--- config.mk ---
export PLATFORM = sky130hd
export DESIGN_NAME = servo_sweep_scheduler_flat
export DESIGN_NICKNAME = d
export VERILOG_FILES = /design/src/rtl/scan_pkg.sv /design/src/rtl/servo_sweep_scheduler_if.sv /design/src/rtl/scan_down_counter.sv /design/src/rtl/servo_sweep_scheduler.sv /design/src/flat_wrapper.sv
export SDC_FILE = /design/constraint.sdc
export NUM_CORES = 1
export LEC_CHECK = 0
export CORE_MARGIN = 10
export CORE_UTILIZATION = 50
export DETAILED_ROUTE_END_ITERATION = 6
export DONT_BUFFER_PORTS = 1
export PLACE_DENSITY = 0.7
export SKIP_CTS_REPAIR_TIMING = 1
export SLEW_MARGIN = 20
export SYNTH_ARGS = -nofsm -noshare
export SYNTH_HDL_FRONTEND = slang
export SYNTH_SLANG_ARGS = --single-unit
--- constraint.sdc ---
create_clock -name clk -period 3.9 [get_ports clk]
set_input_delay 0.585 -clock clk [delete_from_list [all_inputs] [get_ports clk]]
set_output_delay 0.585 -clock clk [all_outputs]
set_load 0.01 [all_outputs]
--- src/rtl/scan_pkg.sv ---
// Shared types and default timing constants for the lidar scan sweep logic.
package scan_pkg;

    // System clock that all pulse widths and dwell times are expressed in.
    localparam int unsigned ClkFreqHz         = 100_000_000;

    // Default servo pulse widths in clk cycles at ClkFreqHz.
    localparam int unsigned PulseMin1ms       = 100_000;
    localparam int unsigned PulseMax2ms       = 200_000;
    localparam int unsigned PulseStep100us    = 10_000;

    // One 20 ms PWM frame of dwell before sampling, and the default ack wait.
    localparam int unsigned SettleFrame20ms   = 2_000_000;
    localparam int unsigned AckTimeoutDefault = 1_000_000;

    typedef enum logic [2:0] {
        StIdle,
        StSettle,
        StSample,
        StAdvance,
        StDone
    } scan_state_e;

    // Bits needed to hold n-1, never less than one.
    function automatic int unsigned cnt_width(input int unsigned n);
        return (n > 1) ? $clog2(n) : 1;
    endfunction

endpackage

--- src/rtl/servo_sweep_scheduler_if.sv ---
// Control/handshake bundle between scan registers, lidar and the sweep scheduler.
interface servo_sweep_scheduler_if #(
    parameter int unsigned WIDTH = 32
);
    logic             start_i;
    logic             stop_i;
    logic             continuous_i;
    logic             sample_ack_i;
    logic [WIDTH-1:0] angle_requested_o;
    logic             sample_req_o;
    logic [7:0]       step_index_o;
    logic             direction_o;
    logic             busy_o;
    logic             sweep_done_o;
    logic             sample_miss_o;

    // The scheduler itself.
    modport slave (
        input  start_i,
        input  stop_i,
        input  continuous_i,
        input  sample_ack_i,
        output angle_requested_o,
        output sample_req_o,
        output step_index_o,
        output direction_o,
        output busy_o,
        output sweep_done_o,
        output sample_miss_o
    );

    // Whatever drives the scheduler: control registers plus the lidar ack.
    modport master (
        output start_i,
        output stop_i,
        output continuous_i,
        output sample_ack_i,
        input  angle_requested_o,
        input  sample_req_o,
        input  step_index_o,
        input  direction_o,
        input  busy_o,
        input  sweep_done_o,
        input  sample_miss_o
    );

endinterface

--- src/rtl/scan_down_counter.sv ---
// Loadable down-counter that stops at zero and flags it.
module scan_down_counter #(
    parameter int unsigned CntWidth = 8
) (
    input  logic                clk,
    input  logic                reset,
    input  logic                load_i,
    input  logic [CntWidth-1:0] load_val_i,
    input  logic                en_i,
    output logic                zero_o
);

    logic [CntWidth-1:0] count_q, count_d;

    // Load has priority over counting; saturate at zero.
    always_comb begin
        count_d = count_q;
        if (load_i) begin
            count_d = load_val_i;
        end else if (en_i && (count_q != '0)) begin
            count_d = count_q - 1'b1;
        end
    end

    // Count register.
    always_ff @(posedge clk or posedge reset) begin
        if (reset) begin
            count_q <= '0;
        end else begin
            count_q <= count_d;
        end
    end

    assign zero_o = (count_q == '0);

endmodule

--- src/rtl/servo_sweep_scheduler.sv ---
// Steps the servo pulse width across MIN..MAX, dwells, and requests a lidar sample per step.
module servo_sweep_scheduler
    import scan_pkg::*;
#(
    parameter int unsigned      WIDTH         = 32,
    parameter logic [WIDTH-1:0] MIN_PULSE     = WIDTH'(PulseMin1ms),
    parameter logic [WIDTH-1:0] MAX_PULSE     = WIDTH'(PulseMax2ms),
    parameter logic [WIDTH-1:0] STEP_PULSE    = WIDTH'(PulseStep100us),
    parameter int unsigned      SETTLE_CYCLES = SettleFrame20ms,
    parameter int unsigned      ACK_TIMEOUT   = AckTimeoutDefault
) (
    input logic                      clk,
    input logic                      reset,
    servo_sweep_scheduler_if.slave   bus
);

    if (!(MIN_PULSE < MAX_PULSE) || (STEP_PULSE == '0) || (SETTLE_CYCLES < 1)
        || (ACK_TIMEOUT < 1)) begin : g_bad_params
        $error("servo_sweep_scheduler: illegal MIN/MAX/STEP/SETTLE/TIMEOUT parameters");
    end

    localparam int unsigned    SettleW     = cnt_width(SETTLE_CYCLES);
    localparam int unsigned    TimeoutW    = cnt_width(ACK_TIMEOUT);
    localparam logic [SettleW-1:0]  SettleLoad  = SettleW'(SETTLE_CYCLES - 1);
    localparam logic [TimeoutW-1:0] TimeoutLoad = TimeoutW'(ACK_TIMEOUT - 1);

    scan_state_e      state_q, state_d;
    logic [WIDTH-1:0] angle_q, angle_d;
    logic [7:0]       index_q, index_d;
    logic             dir_q, dir_d;
    logic             cont_q, cont_d;
    logic             done_q, done_d;
    logic             miss_q, miss_d;

    logic             settle_load, settle_en, settle_zero;
    logic             timeout_load, timeout_en, timeout_zero;

    // One extra bit so a step can never wrap before it is clamped.
    logic [WIDTH:0]   up_sum, dn_diff;
    logic [WIDTH-1:0] up_next, dn_next;
    logic             at_max, at_min;

    // Clamped neighbour positions in both directions.
    always_comb begin
        up_sum  = {1'b0, angle_q} + {1'b0, STEP_PULSE};
        dn_diff = {1'b0, angle_q} - {1'b0, STEP_PULSE};
        up_next = (up_sum > {1'b0, MAX_PULSE}) ? MAX_PULSE : up_sum[WIDTH-1:0];
        // Top bit set means the subtraction went negative.
        dn_next = (dn_diff[WIDTH] || (dn_diff < {1'b0, MIN_PULSE})) ? MIN_PULSE
                                                                    : dn_diff[WIDTH-1:0];
        at_max  = (angle_q >= MAX_PULSE);
        at_min  = (angle_q <= MIN_PULSE);
    end

    // Next-state and datapath updates; stop overrides everything outside IDLE.
    always_comb begin
        state_d = state_q;
        angle_d = angle_q;
        index_d = index_q;
        dir_d   = dir_q;
        cont_d  = cont_q;
        done_d  = 1'b0;
        miss_d  = 1'b0;

        unique case (state_q)
            StIdle: begin
                if (bus.start_i && !bus.stop_i) begin
                    state_d = StSettle;
                    angle_d = MIN_PULSE;
                    index_d = '0;
                    dir_d   = 1'b1;
                    cont_d  = bus.continuous_i;
                end
            end
            StSettle: begin
                if (settle_zero) begin
                    state_d = StSample;
                end
            end
            StSample: begin
                // An ack on the expiry cycle still counts as an ack.
                if (bus.sample_ack_i) begin
                    state_d = StAdvance;
                end else if (timeout_zero) begin
                    miss_d  = 1'b1;
                    state_d = StAdvance;
                end
            end
            StAdvance: begin
                if (dir_q) begin
                    if (!at_max) begin
                        angle_d = up_next;
                        index_d = index_q + 8'd1;
                        state_d = StSettle;
                    end else if (cont_q) begin
                        done_d  = 1'b1;
                        dir_d   = 1'b0;
                        angle_d = dn_next;
                        index_d = index_q - 8'd1;
                        state_d = StSettle;
                    end else begin
                        state_d = StDone;
                    end
                end else begin
                    if (!at_min) begin
                        angle_d = dn_next;
                        index_d = index_q - 8'd1;
                        state_d = StSettle;
                    end else if (cont_q) begin
                        done_d  = 1'b1;
                        dir_d   = 1'b1;
                        angle_d = up_next;
                        index_d = index_q + 8'd1;
                        state_d = StSettle;
                    end else begin
                        state_d = StDone;
                    end
                end
            end
            StDone: begin
                done_d  = 1'b1;
                angle_d = MIN_PULSE;
                index_d = '0;
                dir_d   = 1'b1;
                state_d = StIdle;
            end
            default: begin
                state_d = StIdle;
            end
        endcase

        if (bus.stop_i && (state_q != StIdle)) begin
            state_d = StIdle;
            angle_d = MIN_PULSE;
            index_d = '0;
            dir_d   = 1'b1;
            done_d  = 1'b0;
            miss_d  = 1'b0;
        end

        // Counters reload on entry so each dwell/wait starts fresh.
        settle_load  = (state_d == StSettle) && (state_q != StSettle);
        settle_en    = (state_q == StSettle);
        timeout_load = (state_d == StSample) && (state_q != StSample);
        timeout_en   = (state_q == StSample);
    end

    // State and datapath registers.
    always_ff @(posedge clk or posedge reset) begin
        if (reset) begin
            state_q <= StIdle;
            angle_q <= MIN_PULSE;
            index_q <= '0;
            dir_q   <= 1'b1;
            cont_q  <= 1'b0;
            done_q  <= 1'b0;
            miss_q  <= 1'b0;
        end else begin
            state_q <= state_d;
            angle_q <= angle_d;
            index_q <= index_d;
            dir_q   <= dir_d;
            cont_q  <= cont_d;
            done_q  <= done_d;
            miss_q  <= miss_d;
        end
    end

    scan_down_counter #(
        .CntWidth (SettleW)
    ) u_settle_cnt (
        .clk        (clk),
        .reset      (reset),
        .load_i     (settle_load),
        .load_val_i (SettleLoad),
        .en_i       (settle_en),
        .zero_o     (settle_zero)
    );

    scan_down_counter #(
        .CntWidth (TimeoutW)
    ) u_timeout_cnt (
        .clk        (clk),
        .reset      (reset),
        .load_i     (timeout_load),
        .load_val_i (TimeoutLoad),
        .en_i       (timeout_en),
        .zero_o     (timeout_zero)
    );

    assign bus.angle_requested_o = angle_q;
    assign bus.sample_req_o      = (state_q == StSample);
    assign bus.step_index_o      = index_q;
    assign bus.direction_o       = dir_q;
    assign bus.busy_o            = (state_q != StIdle);
    assign bus.sweep_done_o      = done_q;
    assign bus.sample_miss_o     = miss_q;

endmodule

--- src/flat_wrapper.sv ---
// flat-port wrapper written by rule: the top's interface ports become plain ports
module servo_sweep_scheduler_flat import scan_pkg::*;
#(
    parameter int unsigned      WIDTH         = 32,
    parameter logic [WIDTH-1:0] MIN_PULSE     = WIDTH'(PulseMin1ms),
    parameter logic [WIDTH-1:0] MAX_PULSE     = WIDTH'(PulseMax2ms),
    parameter logic [WIDTH-1:0] STEP_PULSE    = WIDTH'(PulseStep100us),
    parameter int unsigned      SETTLE_CYCLES = SettleFrame20ms,
    parameter int unsigned      ACK_TIMEOUT   = AckTimeoutDefault
)
  (clk, reset, bus_start_i, bus_stop_i, bus_continuous_i, bus_sample_ack_i, bus_angle_requested_o, bus_sample_req_o, bus_step_index_o, bus_direction_o, bus_busy_o, bus_sweep_done_o, bus_sample_miss_o);
  servo_sweep_scheduler_if #(.WIDTH(WIDTH)) bus_i ();
  input logic clk;
  input logic reset;
  input wire logic [$bits(bus_i.start_i)-1:0] bus_start_i;
  input wire logic [$bits(bus_i.stop_i)-1:0] bus_stop_i;
  input wire logic [$bits(bus_i.continuous_i)-1:0] bus_continuous_i;
  input wire logic [$bits(bus_i.sample_ack_i)-1:0] bus_sample_ack_i;
  output wire logic [$bits(bus_i.angle_requested_o)-1:0] bus_angle_requested_o;
  output wire logic [$bits(bus_i.sample_req_o)-1:0] bus_sample_req_o;
  output wire logic [$bits(bus_i.step_index_o)-1:0] bus_step_index_o;
  output wire logic [$bits(bus_i.direction_o)-1:0] bus_direction_o;
  output wire logic [$bits(bus_i.busy_o)-1:0] bus_busy_o;
  output wire logic [$bits(bus_i.sweep_done_o)-1:0] bus_sweep_done_o;
  output wire logic [$bits(bus_i.sample_miss_o)-1:0] bus_sample_miss_o;
  assign bus_i.start_i = bus_start_i;
  assign bus_i.stop_i = bus_stop_i;
  assign bus_i.continuous_i = bus_continuous_i;
  assign bus_i.sample_ack_i = bus_sample_ack_i;
  assign bus_angle_requested_o = bus_i.angle_requested_o;
  assign bus_sample_req_o = bus_i.sample_req_o;
  assign bus_step_index_o = bus_i.step_index_o;
  assign bus_direction_o = bus_i.direction_o;
  assign bus_busy_o = bus_i.busy_o;
  assign bus_sweep_done_o = bus_i.sweep_done_o;
  assign bus_sample_miss_o = bus_i.sample_miss_o;
  servo_sweep_scheduler #(.WIDTH(WIDTH), .MIN_PULSE(MIN_PULSE), .MAX_PULSE(MAX_PULSE), .STEP_PULSE(STEP_PULSE), .SETTLE_CYCLES(SETTLE_CYCLES), .ACK_TIMEOUT(ACK_TIMEOUT)) u_core (.clk(clk), .reset(reset), .bus(bus_i));
endmodule
==> results_tabular.tex <==
\begin{tabular}{lr}
\hline
Metric & Value \\
\hline
\multicolumn{2}{l}{\textbf{Timing}} \\
Share of the clock period used by the worst path & 91.02\% \\
Measured slew at the worst slew-check pin & 0.8504 ns \\
Worst slew margin relative to its limit & 43.31\% \\
Final worst clock skew & about 0.0095 ns \\
Min Tclk post-route & 3.550 ns \\
Final number of max-transition violations & 0 \\
Achievable clock frequency & 281.7 MHz \\
Final setup vio count & 0 \\
Endpoints failing hold & 0 \\
Unrepaired setup endpoints after global routing & false \\
Final sum of negative setup slack & 0 ns \\
Setup slack after layout & 0.3502 ns \\
\multicolumn{2}{l}{\textbf{Die}} \\
Number of top-level pins & roughly 50 \\
Number of standard-cell rows in the floorplan & 41 \\
Y dimension of the die & 134.3 um \\
Core region area & 12720 um\^{}2 \\
Initial Util & 51.34\% \\
Die Outline Area & 18030 um\^{}2 \\
Die width & around 130 um \\
\multicolumn{2}{l}{\textbf{Logic synthesis}} \\
Proportion of register bits with asynchronous set or reset after synthesis & 100.0\% \\
Primary FF master, synth & dfrtp\_1 \\
Synthesized netlist cell count & 792 \\
Count of state elements after synthesis & 88 \\
Synthesized area divided by synthesized cell count & between 8 and 9 um\^{}2 \\
Synth Area in Compound Gates & 21.46\% \\
Synth Warn \# & 0 \\
Number of enable flip-flop cells after synthesis & 0 \\
Proportion of synthesized chip area in sequential cells & 33.85\% \\
Main combinational cell family by area after synthesis & simple AND/OR/NAND/NOR gates \\
Adder-Cell Fraction of Synth Area & roughly 1.5\% \\
Count of unique library cells instantiated by Yosys & 84 \\
Total nets after synthesis & 806 \\
Multiplexer fraction of the synthesized cell area & 1.111\% \\
Simple-gate share of the synthesized area & 29.73\% \\
XOR/XNOR Fraction of Synth Area & 7.107\% \\
Area of the mapped netlist & 6531 um\^{}2 \\
\multicolumn{2}{l}{\textbf{Final layout}} \\
P\&R area growth vs syn & 6.475\% \\
Antenna diode instance count & 0 \\
Area of the multi-input gates & between 3000 and 4000 um\^{}2 \\
Sequential cell area in the final layout & 2211 um\^{}2 \\
Fraction of final layout cells with drive strength greater than 1 & roughly a tenth \\
Final non-filler cell area & between 6000 and 7000 um\^{}2 \\
Most common library cell in the layout ignoring fill and taps & dfrtp\_1 \\
Commonest non-fill, non-tap cells in the layout & dfrtp\_1 (81), nand2\_1 (80), nor2\_1 (72) \\
Fin nets & 788 \\
Filler cells & 1229 \\
\multicolumn{2}{l}{\textbf{Setup path}} \\
End of the worst register-to-register path & u\_core.bus.angle\_requested\_o[5] \\
Worst reg2reg startpoint & u\_core.bus.angle\_requested\_o[5] \\
Category of the worst setup path launch point & flip-flop \\
Type of destination of the critical path & flip-flop \\
Worst reg-to-reg path cell count & 10 \\
Crit path launch & u\_core.bus.angle\_requested\_o[5] \\
Data arrival, critical path & 3.82 ns \\
CP required & 4.17 ns \\
Worst Setup Path Type & flip-flop to flip-flop \\
Reg-to-reg setup timing slack & 0.35 ns \\
CP max FO & 14 \\
\multicolumn{2}{l}{\textbf{Placed design}} \\
Post-Place Worst Slack & 0.4396 ns \\
Port Buffer Count & 0 \\
HPWL after DPL & 13.89 mm \\
Placer's final routability congestion estimate & 0.9768 \\
Area after DPL & 6679 um\^{}2 \\
\multicolumn{2}{l}{\textbf{Clocking}} \\
Clock transition at the registers of the reported paths & $\sim$0.070 ns \\
CTS sink count & 88 \\
Number of clock buffers inserted by TritonCTS & 9 \\
H-tree depth & 3 \\
Number of buffers between clock root and the deepest sink & 2 \\
Root buffer cell & clkbuf\_16 \\
Clock tree from TritonCTS & built \\
Clock latency reported for the late side of the worst-skew pair & 0.36 ns \\
\multicolumn{2}{l}{\textbf{Outcome}} \\
Run status & finished clean \\
\multicolumn{2}{l}{\textbf{Detailed routing}} \\
Detailed router's first-iteration violation count & 640 \\
Number of vias per cell after detailed routing & roughly 6.7 \\
Final routed wirelength across all metal layers & $\sim$19 mm \\
Antenna Nets Post-Route & 0 \\
Drt pass-1 iters & 5 \\
Wire length per cell & roughly 20 um \\
Count of unresolved DRC violations after routing & 0 \\
Via total after detailed routing & between 6000 and 7000 \\
\multicolumn{2}{l}{\textbf{GRT}} \\
Number of global-route vias before repair & 5977 \\
Largest net degree at the start of global routing & 39 \\
Initial antenna violation count & 0 \\
Wire length of the first global-routing pass & around 31 mm \\
Overall routing resource usage & 21.14\% \\
Grt total ovfl & 0 \\
\multicolumn{2}{l}{\textbf{Power and ir drop}} \\
Share of total power in the clock network & 37.9\% \\
Proportion of power drawn by flip-flops and latches & 46.0\% \\
Cell internal power dissipation & 1515 uW \\
NetSw & $\sim$700 uW \\
Switching portion of total power & 31.91\% \\
Combinational share of power & approximately 16\% \\
Pwr/cell area & 320.1 nW/um\^{}2 \\
Cell leakage power & 0.002620 uW \\
Worst vdd ir & just over 0.0002 V \\
\multicolumn{2}{l}{\textbf{Worst hold path}} \\
Worst Hold Class & input port to async pin \\
\multicolumn{2}{l}{\textbf{Flow run}} \\
Max-Cap Viols & 0 \\
\hline
\end{tabular}
-- metal layers --
layer / vias up / share of wire (%) / GRT usage [%]
met1: 3079 / 42 / 27.62
li1: 2912 / - / -
met5: - / 0 / 0
met4: 0 / 2.0 / 7.437
met2: 294 / 45 / 32.16
met3: 33 / 11 / 6.572
-- Yosys cell counts (all sizes together), types with 8 or more instances --
| cell type | count | area [um^2] |
|---|---|---|
| xnor2 | 31 | 271.5 |
| a31oi | 18 | 112.6 |
| nor2 | 72 | 270.3 |
| nand2 | 80 | 300.3 |
| nor3 | 39 | 200.2 |
| ha | 8 | 100.1 |
| xor2 | 22 | 192.7 |
| o21ai | 47 | 235.2 |
| a211oi | 9 | 77.57 |
| clkbuf | 30 | 112.6 |
| dfrtp | 81 | 2027 |
| nand2b | 9 | 56.30 |
| or4 | 8 | 63.81 |
| buf | 23 | 141.4 |
| o22ai | 9 | 70.07 |
| or3 | 20 | 130.1 |
| nor4 | 25 | 214.0 |
| o211ai | 12 | 90.09 |
| nand3b | 8 | 60.06 |
| and3 | 14 | 87.58 |
| inv | 23 | 86.33 |
| a21oi | 38 | 197.7 |
| nand3 | 33 | 170.2 |
| nand4 | 20 | 125.1 |
-- metrics by stage --
step	cells	utilization (%)	hold slack (ns)	power [uW]
after floorplan	792	-	0.4655	1302
after global placement	935	52.50	0.4267	1375
after detailed placement	935	52.50	0.4261	1390
after CTS	950	54.66	0.04505	2232
after global routing	950	54.66	0.05775	2317
final	950	54.66	0.04927	2226
-- sequential cells by signal (all words and copies together), names as in the netlist --
name                          cells
u_core.state_q                    3
u_core.bus.sweep_done_o           1
u_core.u_settle_cnt.count_q      21
u_core.bus.sample_miss_o          1
u_core.bus.angle_requested_o     32
u_core.bus.direction_o            1
u_core.u_timeout_cnt.count_q     20
u_core.cont_q                     1
u_core.bus.step_index_o           8
-- cell type report --
class	instances	area share [%]
multi-input combinational	628	57.30
sequential	88	31.79
clock buffer	9	3.239
tap	172	3.095
timing repair buffer	24	2.591
inverter	23	1.259
clock inverter	6	0.7197
-- cell families (layout without fill, tap and decap cells) --
kind of cell    Yosys count  count (layout)
flops                    88              88
fa+ha+maj                 8               8
buf+inv                  76              62
compound gates          198             198
simple gates            362             362
xor+xnor                 53              53
mux                       7               7
-- worst max-delay path, stage by stage, from the launching register on --
cell	delay [ns]
dfstp_2	0.73
ha_1	0.41
nand3_2	0.17
a211oi_2	0.48
o2111ai_1	0.22
a221o_1	0.35
nor4_1	0.20
buf_4	0.20
and2_1	0.33
a41oi_2	0.17
a221oi_2	0.20
-- how the worst max path moves through the flow --
stage	endpoint	depth (start not counted)
3_3_place_gp	u_core.bus.angle_requested_o[5]	10
4_1_cts	u_core.bus.angle_requested_o[5]	10
2_1_floorplan	u_core.bus.angle_requested_o[10]	13
6_report	u_core.bus.angle_requested_o[5]	10
3_5_place_dp	u_core.bus.angle_requested_o[1]	10
5_1_grt	u_core.bus.angle_requested_o[15]	10
-- power by group through the flow --
stage	Clock [uW]	Sequential, uW	Combinational, uW
after floorplan	0	1000	300
after global placement	0	1040	339
after detailed placement	0	1040	352
after CTS	857	1020	354
after global routing	893	1030	396
final	844	1020	359
(Power assumes the default switching activity.)
